### config.mk
export PLATFORM = sky130hd
export DESIGN_NAME = sdf_r2_butterfly
export DESIGN_NICKNAME = d
export VERILOG_FILES = /design/src/rtl/sdf_r2_butterfly.sv
export SDC_FILE = /design/constraint.sdc
export NUM_CORES = 1
export LEC_CHECK = 0
export ABC_AREA = 1
export BUFFER_PORTS_ARGS = -buffer_cell sky130_fd_sc_hd__buf_2
export CAP_MARGIN = 10
export CELL_PAD_IN_SITES_DETAIL_PLACEMENT = 1
export CELL_PAD_IN_SITES_GLOBAL_PLACEMENT = 1
export CORE_MARGIN = 3
export CORE_UTILIZATION = 30
export CTS_BUF_LIST = sky130_fd_sc_hd__clkbuf_8
export DETAILED_ROUTE_END_ITERATION = 10
export PLACE_DENSITY_LB_ADDON = 0.1
export SLEW_MARGIN = 20
export SYNTH_ARGS = -nofsm -noshare
export SYNTH_HDL_FRONTEND = slang
export SYNTH_SLANG_ARGS = --single-unit
### constraint.sdc
create_clock -name clock -period 2.9 [get_ports clock]
set_clock_uncertainty 0.15 [all_clocks]
set_input_delay 0.145 -clock clock [delete_from_list [all_inputs] [get_ports clock]]
set_output_delay 0.145 -clock clock [all_outputs]
set_load 0.02 [all_outputs]
### src/rtl/sdf_r2_butterfly.sv
// sdf_r2_butterfly
//   Radix-2 single-path delay-feedback butterfly for one pipelined FFT stage.
//   An external DEPTH-deep shift buffer sits in the feedback loop. During the
//   first half of each 2*DEPTH frame (FILL) incoming samples are parked in the
//   buffer while the previous frame's differences drain out of it. During the
//   second half (BFLY) the buffer tail a and the input b are combined: a+b goes
//   to the output, a-b goes back into the buffer.
//
// Ports
//   clock, reset          rising-edge clock, async active-high reset
//   in_valid/real/imag    input sample stream, one complex sample per valid cycle
//   db_enable             delay buffer shift enable (equals in_valid)
//   db_in_real/imag       value written into the delay buffer
//   db_out_real/imag      delay buffer tail (oldest entry)
//   out_valid/real/imag   registered butterfly output, one cycle latency
//   out_first             marks the first output sample (sum k=0) of each frame
//
// State
//   cnt_q    | position of the next valid sample within the frame
//   primed_q | a full frame has passed, so buffer contents are real differences
module sdf_r2_butterfly #(
   parameter int DEPTH = 32,
   parameter int WIDTH = 32,
   parameter int SCALE = 1
) (
   input  logic                    clock,
   input  logic                    reset,
   input  logic                    in_valid,
   input  logic signed [WIDTH-1:0] in_real,
   input  logic signed [WIDTH-1:0] in_imag,
   output logic                    db_enable,
   output logic signed [WIDTH-1:0] db_in_real,
   output logic signed [WIDTH-1:0] db_in_imag,
   input  logic signed [WIDTH-1:0] db_out_real,
   input  logic signed [WIDTH-1:0] db_out_imag,
   output logic                    out_valid,
   output logic signed [WIDTH-1:0] out_real,
   output logic signed [WIDTH-1:0] out_imag,
   output logic                    out_first
);

   localparam int             CW   = $clog2(2 * DEPTH);
   localparam logic [CW-1:0]  HALF = CW'(DEPTH);
   localparam logic [CW-1:0]  LAST = CW'(2 * DEPTH - 1);

   // Widen by one bit so the sum/difference is exact; scaling keeps the top
   // WIDTH bits (floor halving, cannot overflow), no scaling wraps.
   function automatic logic [WIDTH-1:0] bfly_op(
      input logic [WIDTH-1:0] a,
      input logic [WIDTH-1:0] b,
      input logic             sub
   );
      logic [WIDTH:0] r;
      if (sub)
         r = {a[WIDTH-1], a} - {b[WIDTH-1], b};
      else
         r = {a[WIDTH-1], a} + {b[WIDTH-1], b};
      if (SCALE != 0)
         return r[WIDTH:1];
      else
         return r[WIDTH-1:0];
   endfunction

   logic [CW-1:0]      cnt_q, cnt_d;
   logic               primed_q, primed_d;
   logic               out_valid_q, out_first_q;
   logic [WIDTH-1:0]   out_real_q, out_imag_q;
   logic               bfly;
   logic [WIDTH-1:0]   cand_real, cand_imag;

   always_comb begin
      bfly       = (cnt_q >= HALF);
      cand_real  = db_out_real;
      cand_imag  = db_out_imag;
      db_in_real = in_real;
      db_in_imag = in_imag;
      if (bfly) begin
         cand_real  = bfly_op(db_out_real, in_real, 1'b0);
         cand_imag  = bfly_op(db_out_imag, in_imag, 1'b0);
         db_in_real = bfly_op(db_out_real, in_real, 1'b1);
         db_in_imag = bfly_op(db_out_imag, in_imag, 1'b1);
      end
      cnt_d    = cnt_q;
      primed_d = primed_q;
      if (in_valid) begin
         cnt_d = cnt_q + CW'(1);
         if (cnt_q == LAST)
            primed_d = 1'b1;
      end
   end

   assign db_enable = in_valid;

   always_ff @(posedge clock or posedge reset) begin
      if (reset) begin
         cnt_q       <= '0;
         primed_q    <= 1'b0;
         out_valid_q <= 1'b0;
         out_first_q <= 1'b0;
         out_real_q  <= '0;
         out_imag_q  <= '0;
      end else begin
         cnt_q    <= cnt_d;
         primed_q <= primed_d;
         if (in_valid) begin
            out_real_q  <= cand_real;
            out_imag_q  <= cand_imag;
            // Before the first wrap the FILL-phase buffer tail is stale.
            out_valid_q <= primed_q | bfly;
            out_first_q <= (cnt_q == HALF);
         end else begin
            out_valid_q <= 1'b0;
         end
      end
   end

   assign out_valid = out_valid_q;
   assign out_first = out_first_q;
   assign out_real  = out_real_q;
   assign out_imag  = out_imag_q;

endmodule
==> reports/qor.csv, run 1 <==
stage;metric;value;unit
outcome;status;finished, final reports clean;
sta;relative slew slack;40.1;%
power_and_ir_drop;Gate power share;68.7;%
die;Core Rows;76;
cts;CTS tree;yes;
critical_path;Critical Path Sink;db_in_imag[31];
sta;Max Slew Vio Count;0;
die;Die Area;46900;µm²
synth;Synth Instances;2514;
cells_and_area;Final nets;3044;
synth;sequential area share after synthesis;13.7;%
synth;Post-Syn Area;13300;µm²
route;drt initial violations;874;
route;Vias;16600;
power_and_ir_drop;worst vdd ir;0.489;mV
synth;count of cell types in the netlist;38;
placement;Port Buffer Count;261;
cts;Clock Sinks;73;
placement;pre-CTS WS;0.175;ns
critical_path;Worst Setup SP;db_out_imag[27];
sta;fin crit period;2.80;ns
die;Initial Util;30.6;%
synth;Seq cells post-synth;73;
cts;clock buffer depth;2;
die;Die Ht;217;µm
route;WL per Instance;19.1;µm
cts;Root Driver;clkbuf_8;
critical_path;Worst R2R Path Depth;7;
critical_path;Startpoint Class;input port;
sta;Hold Violations, Final;0;
route;drt via density;4.92;
global_route;number of global-route vias before repair;17400;
route;DRC Markers;0;
route;final wirelength;64300;µm
sta;PnR worst setup slack;0.102;ns
cts;H-tree level count;3;
critical_path;worst path required time;2.61;ns
power_and_ir_drop;Psw;4.73;mW
route;ANT nets after route;0;
critical_path;critical path arrival;2.50;ns
critical_path;R2R Setup Slk;0.64;ns
cts;clk_lat worst skew;0.42;ns
die;Die Wd;217;µm
cts;CTS Buf Count;9;
power_and_ir_drop;internal power;3.56;mW
global_route;antenna violations before repair;0;
placement;Detailed Place HPWL;53800;µm
placement;Placer Congestion;0.961;
synth;leading post-synthesis cells by cell area;nand2_1 (25%), dfrtp_1 (14%), ha_1 (12%), inv_1 (12%), nor2_1 (8.6%);
synth;share of the synthesized area in the top cell type;24.8;%
cells_and_area;Post-Route Utilization;37.0;%
power_and_ir_drop;power share of the sequential group;18.7;%
global_route;wire length of the first global-routing pass;97700;µm
critical_path;origin of the critical flop-to-flop path;cnt_q[5];
power_and_ir_drop;Clk pwr share;12.7;%
job;total of max-cap violations;0;
sta;Max Fclk;357;MHz
sta;Tcrit/Tclk final;96.5;%
power_and_ir_drop;leakage power;9.24;nW
sta;unrepaired setup endpoints after global routing;yes;
die;Core ar.;43500;µm²
sta;WHS;0.0202;ns
cts;Reg clk slew, reported paths;0.11;ns
cells_and_area;Area Growth Syn to Fin;21.0;%
sta;Setup-failing EPs final;0;
sta;Worst-Margin Slew;0.898;ns
synth;cell accounting for the most synthesized area;nand2_1;
worst_hold_path;hold crit path type;input port to flop;
route;DRT Pass-1 Iters;5;
critical_path;Worst R2R End;out_real[11];
cts;post-CTS setup buffers;0;
synth;syn avg cell area;5.29;µm²
cells_and_area;ANT cells;0;
critical_path;CP Max Fanout;7;
die;IO Pins;262;
global_route;GRT Util Overall;26.7;%
global_route;GR Overflow Total;0;
cells_and_area;share of cells above drive strength 1;12.8;%
placement;area of placed instances;15200;µm²
power_and_ir_drop;PwrDens;515;nW/µm²
critical_path;crit path kind;input port to primary output;
cells_and_area;finished layout cell area;16100;µm²
global_route;largest net degree at the start of global routing;187;
synth;Synth Warn #;0;
critical_path;Crit. End Element;primary output;
power_and_ir_drop;switch share;57.1;%
synth;Post-Syn Nets;2775;
metrics by stage:
stage	power (mW)	TNS, ns	std cells
after CTS	8.36	0	3373
final	8.29	0	3373
after global placement	7.14	0	3305
after floorplan	5.03	0	2514
after global routing	8.98	-0.0464	3373
after detailed placement	7.20	0	3305
layer usage:
metal | GRT usage [%] | wire length [µm] | vias up
met5 | 0 | 0 | -
met4 | 8.49 | 1880 | 0
met3 | 2.16 | 1840 | 74
met2 | 48.3 | 32000 | 311
met1 | 33.5 | 28500 | 7885
li1 | - | - | 8327
cells by family (layout without fill, tap and decap cells):
logic type	after synthesis	in the layout	synth area share [%]
AND/OR/NAND/NOR	1427	1427	43.0
buffers and inverters	509	783	15.1
AO/OA/AOI/OAI	347	347	13.9
adder cells (fa/ha/maj)	130	130	12.5
flip-flops	73	73	13.7
XOR/XNOR	28	28	1.84
cell usage after synthesis, drive strengths merged:
master and count:
inv 416, o21bai 15, a21boi 3, nand3 189
nand2 880, dfrtp 73, or2 1, o2111ai 2
buf 57, nor4 3, and2 5, a21oi 144
clkinv 1, nor2 308, ha 126, o21ai 169
o211ai 4, o31ai 2, nand4 21, fa 4
clkbuf 35, o22ai 2, o21a 6, xor2 26
nor3 20, xnor2 2
worst max-delay path: stages:
cell and delay, ns:
dlygate4sd3_1 0.55, buf_2 0.15, ha_2 0.45, nand2_1 0.17, nor2_1 0.19, nand2_1 0.11
nor3_1 0.17, nand2_1 0.12, nand3_1 0.11, nand3_1 0.09, nand2_1 0.09, buf_2 0.16
power by group through the flow:
stage	combinational, mW	clock, mW	sequential [mW]
CTS	5.71	1.10	1.55
global placement	5.58	0	1.56
global route	6.26	1.13	1.59
detailed placement	5.63	0	1.57
floorplan	3.15	0	1.89
finish	5.69	1.05	1.55
what timing repair did:
item	CTS	global route
hold endpoints to repair	78	0
resized for setup	0	34
hold buffers	52	0
endpoints found under the setup margin	0	23
worst min path at each step:
stage                          startpoint      endpoint  cells after the start
after global placement              reset  out_imag[22]                      2
after detailed placement            reset  out_imag[22]                      2
after global routing      db_out_real[20]  out_real[20]                      5
after floorplan                  in_valid  out_imag[14]                      2
after CTS                 db_out_real[18]  out_real[18]                      5
final                      db_out_imag[9]   out_imag[9]                      3
cells in the final DEF, fill, tap and decap left out, types with 5 or more instances in the layout:
cell type / netlist / routed
nand2_1: 879 / 878
inv_1: 415 / 412
nor2_1: 305 / 300
buf_2: 43 / 261
nand3_1: 188 / 187
o21ai_0: 157 / 153
a21oi_1: 142 / 137
ha_1: 126 / 117
dfrtp_1: 73 / 72
dlygate4sd3_1: 0 / 52
buf_4: 9 / 32
xor2_1: 26 / 26
nand4_1: 21 / 21
nor3_1: 18 / 16
o21bai_1: 15 / 15
o21ai_1: 8 / 12
clkbuf_8: 0 / 10
a21oi_2: 2 / 7
nor2_2: 3 / 7
ha_2: 0 / 7
o21a_1: 6 / 6
and2_1: 5 / 5
sequential cells by signal (all words and copies together) (netlist names):
signal / cells
primed_q: 1
out_first: 1
out_imag: 32
cnt_q: 6
out_real: 32
out_valid: 1
layout make-up:
type / count / area (µm²)
clock buffer: 10 / 138
clock inverter: 6 / 90.1
fill: 6205 / 27400
inverter: 417 / 1570
multi-input combinational: 1932 / 9570
sequential: 73 / 1830
tap: 585 / 732
timing repair buffer: 350 / 2160
No activity file was read; power rests on OpenSTA's default activity.
==> inputs of run 2 (changes only) <==
--- a/config.mk
+++ b/config.mk
@@ -5,13 +5,12 @@
 export SDC_FILE = /design/constraint.sdc
 export NUM_CORES = 1
 export LEC_CHECK = 0
-export ABC_AREA = 1
 export BUFFER_PORTS_ARGS = -buffer_cell sky130_fd_sc_hd__buf_2
 export CAP_MARGIN = 10
 export CELL_PAD_IN_SITES_DETAIL_PLACEMENT = 1
 export CELL_PAD_IN_SITES_GLOBAL_PLACEMENT = 1
 export CORE_MARGIN = 3
-export CORE_UTILIZATION = 30
+export CORE_UTILIZATION = 41
 export CTS_BUF_LIST = sky130_fd_sc_hd__clkbuf_8
 export DETAILED_ROUTE_END_ITERATION = 10
 export PLACE_DENSITY_LB_ADDON = 0.1
==> run 2 against run 1 <==
- total power increased by 23%
- worst hold slack got worse by 0.028 ns
- design area grew 2.7%
- clock-buffer cell count grew 1
- clock power barely moved
- the flow now finishes with violations (hold timing, setup timing)
==> reports/qor.csv, run 2 <==
stage;metric;value;unit;change
synth;syn avg cell area;7.44;µm²;+41%
critical_path;origin of the critical flop-to-flop path;cnt_q[5];;
sta;Max Fclk;320;MHz;-10%
global_route;wire length of the first global-routing pass;76800;µm;-21%
critical_path;Worst R2R Path Depth;3;;-4
critical_path;Crit. End Element;primary output;;
cells_and_area;Finished Layout Cells;2350;;-30%
global_route;GR Overflow Total;0;;unchanged
route;ANT nets after route;0;;unchanged
die;IO Pins;262;;unchanged
critical_path;worst path required time;2.61;ns;about the same
power_and_ir_drop;Total Power;10.2;mW;+23%
placement;Port Buffer Count;261;;unchanged
cells_and_area;Final nets;2271;;-25%
placement;area of placed instances;14600;µm²;-4.1%
power_and_ir_drop;worst vdd ir;0.470;mV;-3.9%
cells_and_area;commonest cells after routing, fill and taps aside;buf_4 (339), buf_2 (224), a21oi_1 (145), nor2_1 (127), inv_1 (118);;
cts;CTS Buf Count;9;;unchanged
critical_path;Critical Path Sink;db_in_real[25];;
critical_path;Startpoint Class;input port;;
synth;Post-Syn Area;11000;µm²;-17%
route;drt initial violations;981;;+12%
route;Vias;13900;;-16%
die;Core Rows;59;;-22%
power_and_ir_drop;PwrDens;616;nW/µm²;+20%
sta;Max Slew Vio Count;0;;unchanged
global_route;largest net degree at the start of global routing;89;;-52%
synth;Synth Warn #;0;;unchanged
placement;placed cell count;2275;;-31%
route;final wirelength;52900;µm;-18%
synth;fraction of registers with async set/reset;100;%;unchanged
sta;Setup-failing EPs final;15;;+15
sta;Hold Violations, Final;1;;+1
cells_and_area;# fillers;3252;;-48%
cells_and_area;share of cells above drive strength 1;40.0;%;+27 points
power_and_ir_drop;leakage power;8.02;nW;-13%
sta;WHS;-0.00789;ns;-0.0281 ns
cells_and_area;ANT cells;0;;unchanged
cts;clk_lat worst skew;0.38;ns;-0.04 ns
sta;PnR worst setup slack;-0.223;ns;-0.324 ns
synth;top_reg_cell synth;dfrtp_1;;
sta;Tcrit/Tclk final;108;%;+11 points
synth;Seq cells post-synth;73;;unchanged
critical_path;Worst R2R End;out_imag[30];;
synth;cell accounting for the most synthesized area;dfrtp_1;;
cells_and_area;finished layout cell area;16500;µm²;+2.7%
sta;Worst-Margin Slew;0.941;ns;+0.0428 ns
worst_hold_path;hold crit path type;input port to flop;;
critical_path;CP Max Fanout;4;;-3
die;Core ar.;26200;µm²;-40%
critical_path;Worst Setup SP;db_out_real[0];;
cells_and_area;Post-Route Utilization;63.1;%;+26 points
sta;relative slew slack;37.3;%;-2.9 points
cts;Reg clk slew, reported paths;0.09;ns;-0.02 ns
placement;Detailed Place HPWL;36700;µm;-32%
synth;most frequent cell after synthesis;a21oi_1;;
route;drt via density;5.91;;+20%
critical_path;R2R Setup Slk;1.04;ns;+0.40 ns
global_route;number of global-route vias before repair;14300;;-17%
critical_path;crit path kind;input port to primary output;;
die;Die Ht;170;µm;-22%
outcome;failing checks;hold timing, setup timing;;
route;DRT Pass-1 Iters;5;;unchanged
placement;pre-CTS WS;-0.335;ns;-0.510 ns
sta;setup_tns;-1.37;ns;-1.37 ns
job;total of max-cap violations;0;;unchanged
global_route;GRT Util Overall;33.1;%;+6.3 points
synth;number of synthesized flops with an enable pin;0;;unchanged
synth;Synth Instances;1476;;-41%
synth;commonest cells in the synthesized netlist;a21oi_1 (163), inv_1 (137), nor2_1 (128), ha_1 (126), o21ai_0 (104);;
synth;Post-Syn Nets;1737;;-37%
die;Initial Util;41.9;%;+11 points
die;Die Area;28800;µm²;-39%
cts;Root Driver;clkbuf_8;;
sta;fin crit period;3.12;ns;+0.324 ns
cells_and_area;Area Growth Syn to Fin;50.4;%;
synth;sequential area share after synthesis;16.6;%;+2.9 points
global_route;antenna violations before repair;1;;+1
synth;share of the synthesized area in the top cell type;16.6;%;-8.2 points
route;DRC Markers;0;;unchanged
outcome;status;complete, but fails checks;;
sta;unrepaired setup endpoints after global routing;yes;;
cts;Clock Sinks;73;;unchanged
cells_and_area;commonest non-fill, non-tap cell in the layout;buf_4;;
cts;H-tree level count;3;;unchanged
cts;CTS tree;yes;;
die;Die Wd;170;µm;-22%
placement;Placer Congestion;0.978;;+1.7%
route;WL per Instance;22.5;µm;+18%
synth;leading post-synthesis cells by cell area;dfrtp_1 (17%), ha_1 (14%), xnor2_1 (7.8%), a21oi_1 (7.4%), o21ai_0 (4.7%);;
critical_path;critical path arrival;2.83;ns;+0.33 ns
synth;count of cell types in the netlist;84;;+120%
cts;clock buffer depth;2;;unchanged
==> run 2: cell count changes in the layout (fill, tap and decap cells not counted), moves of 33 or more <==
| cell | change |
|---|---|
| buf_2 | -37 |
| nor2b_1 | +34 |
| inv_1 | -294 |
| buf_4 | +307 |
| a21o_1 | +33 |
| nand2_1 | -794 |
| mux2_2 | +33 |
| nor2_1 | -173 |
| nand3_1 | -159 |
| xnor2_1 | +92 |
| o21ai_0 | -64 |
==> run 2: repair_timing <==
item	CTS	global route
hold buffers	24	0
endpoints found under the hold margin	68	0
setup buffers	17	21
resized for setup	128	121
setup endpoints to repair	31	38
pin swaps	44	61
==> run 2: layout make-up <==
class,instances,area (µm²),area share [%]
multi-input combinational,1169,9240,55.9
tap,335,419,2.54
clock inverter,5,77.6,0.469
timing repair buffer,614,4250,25.7
inverter,143,551,3.33
clock buffer,11,151,0.916
sequential,73,1830,11.1
==> run 2: routing by layer <==
metal,wire length [µm],track usage (%),vias to the layer above
li1,-,-,6268
met1,21900,41.5,6906
met2,26200,58.3,571
met3,2910,4.31,145
met4,1950,11.3,2
met5,20,0,-
==> run 2: worst max-delay path, stage by stage <==
cell and delay, ns:
buf_8 0.10, nor2b_4 0.12, fa_2 0.26, inv_2 0.04, a21o_1 0.19, a31o_2 0.26, a221o_1 0.36, a221oi_4 0.32
o311a_4 0.27, buf_4 0.14, o311ai_4 0.08, xnor2_1 0.15, mux2i_1 0.20, buf_4 0.19
==> run 2: power breakdown <==
group	switching [mW]	leakage, nW	internal, mW
Combinational	4.41	7.04	2.89
Sequential	0.344	0.862	1.48
Clock	0.527	0.121	0.533
==> run 2: worst min-delay path by stage <==
stage               startpoint           end  depth (start not counted)
6_report       db_out_imag[16]  out_imag[16]                          4
2_1_floorplan  db_out_imag[27]  out_imag[27]                          2
4_1_cts        db_out_real[16]  out_real[16]                          4
5_1_grt        db_out_imag[16]  out_imag[16]                          4
3_5_place_dp             reset   out_real[7]                          2
3_3_place_gp             reset   out_real[6]                          2
==> run 2: logic make-up (layout without fill, tap and decap cells) <==
| kind of cell | count (synthesis) | in the layout | synth area share, % |
|---|---|---|---|
| xor gates and xnor gates | 109 | 109 | 8.69 |
| AOI/OAI and AO/OA | 484 | 484 | 28.7 |
| muxes | 58 | 58 | 5.67 |
| DFF | 73 | 73 | 16.6 |
| buffers and inverters | 234 | 773 | 8.36 |
| and+or+nand+nor | 388 | 388 | 16.9 |
| adders and majority gates | 130 | 130 | 15.1 |
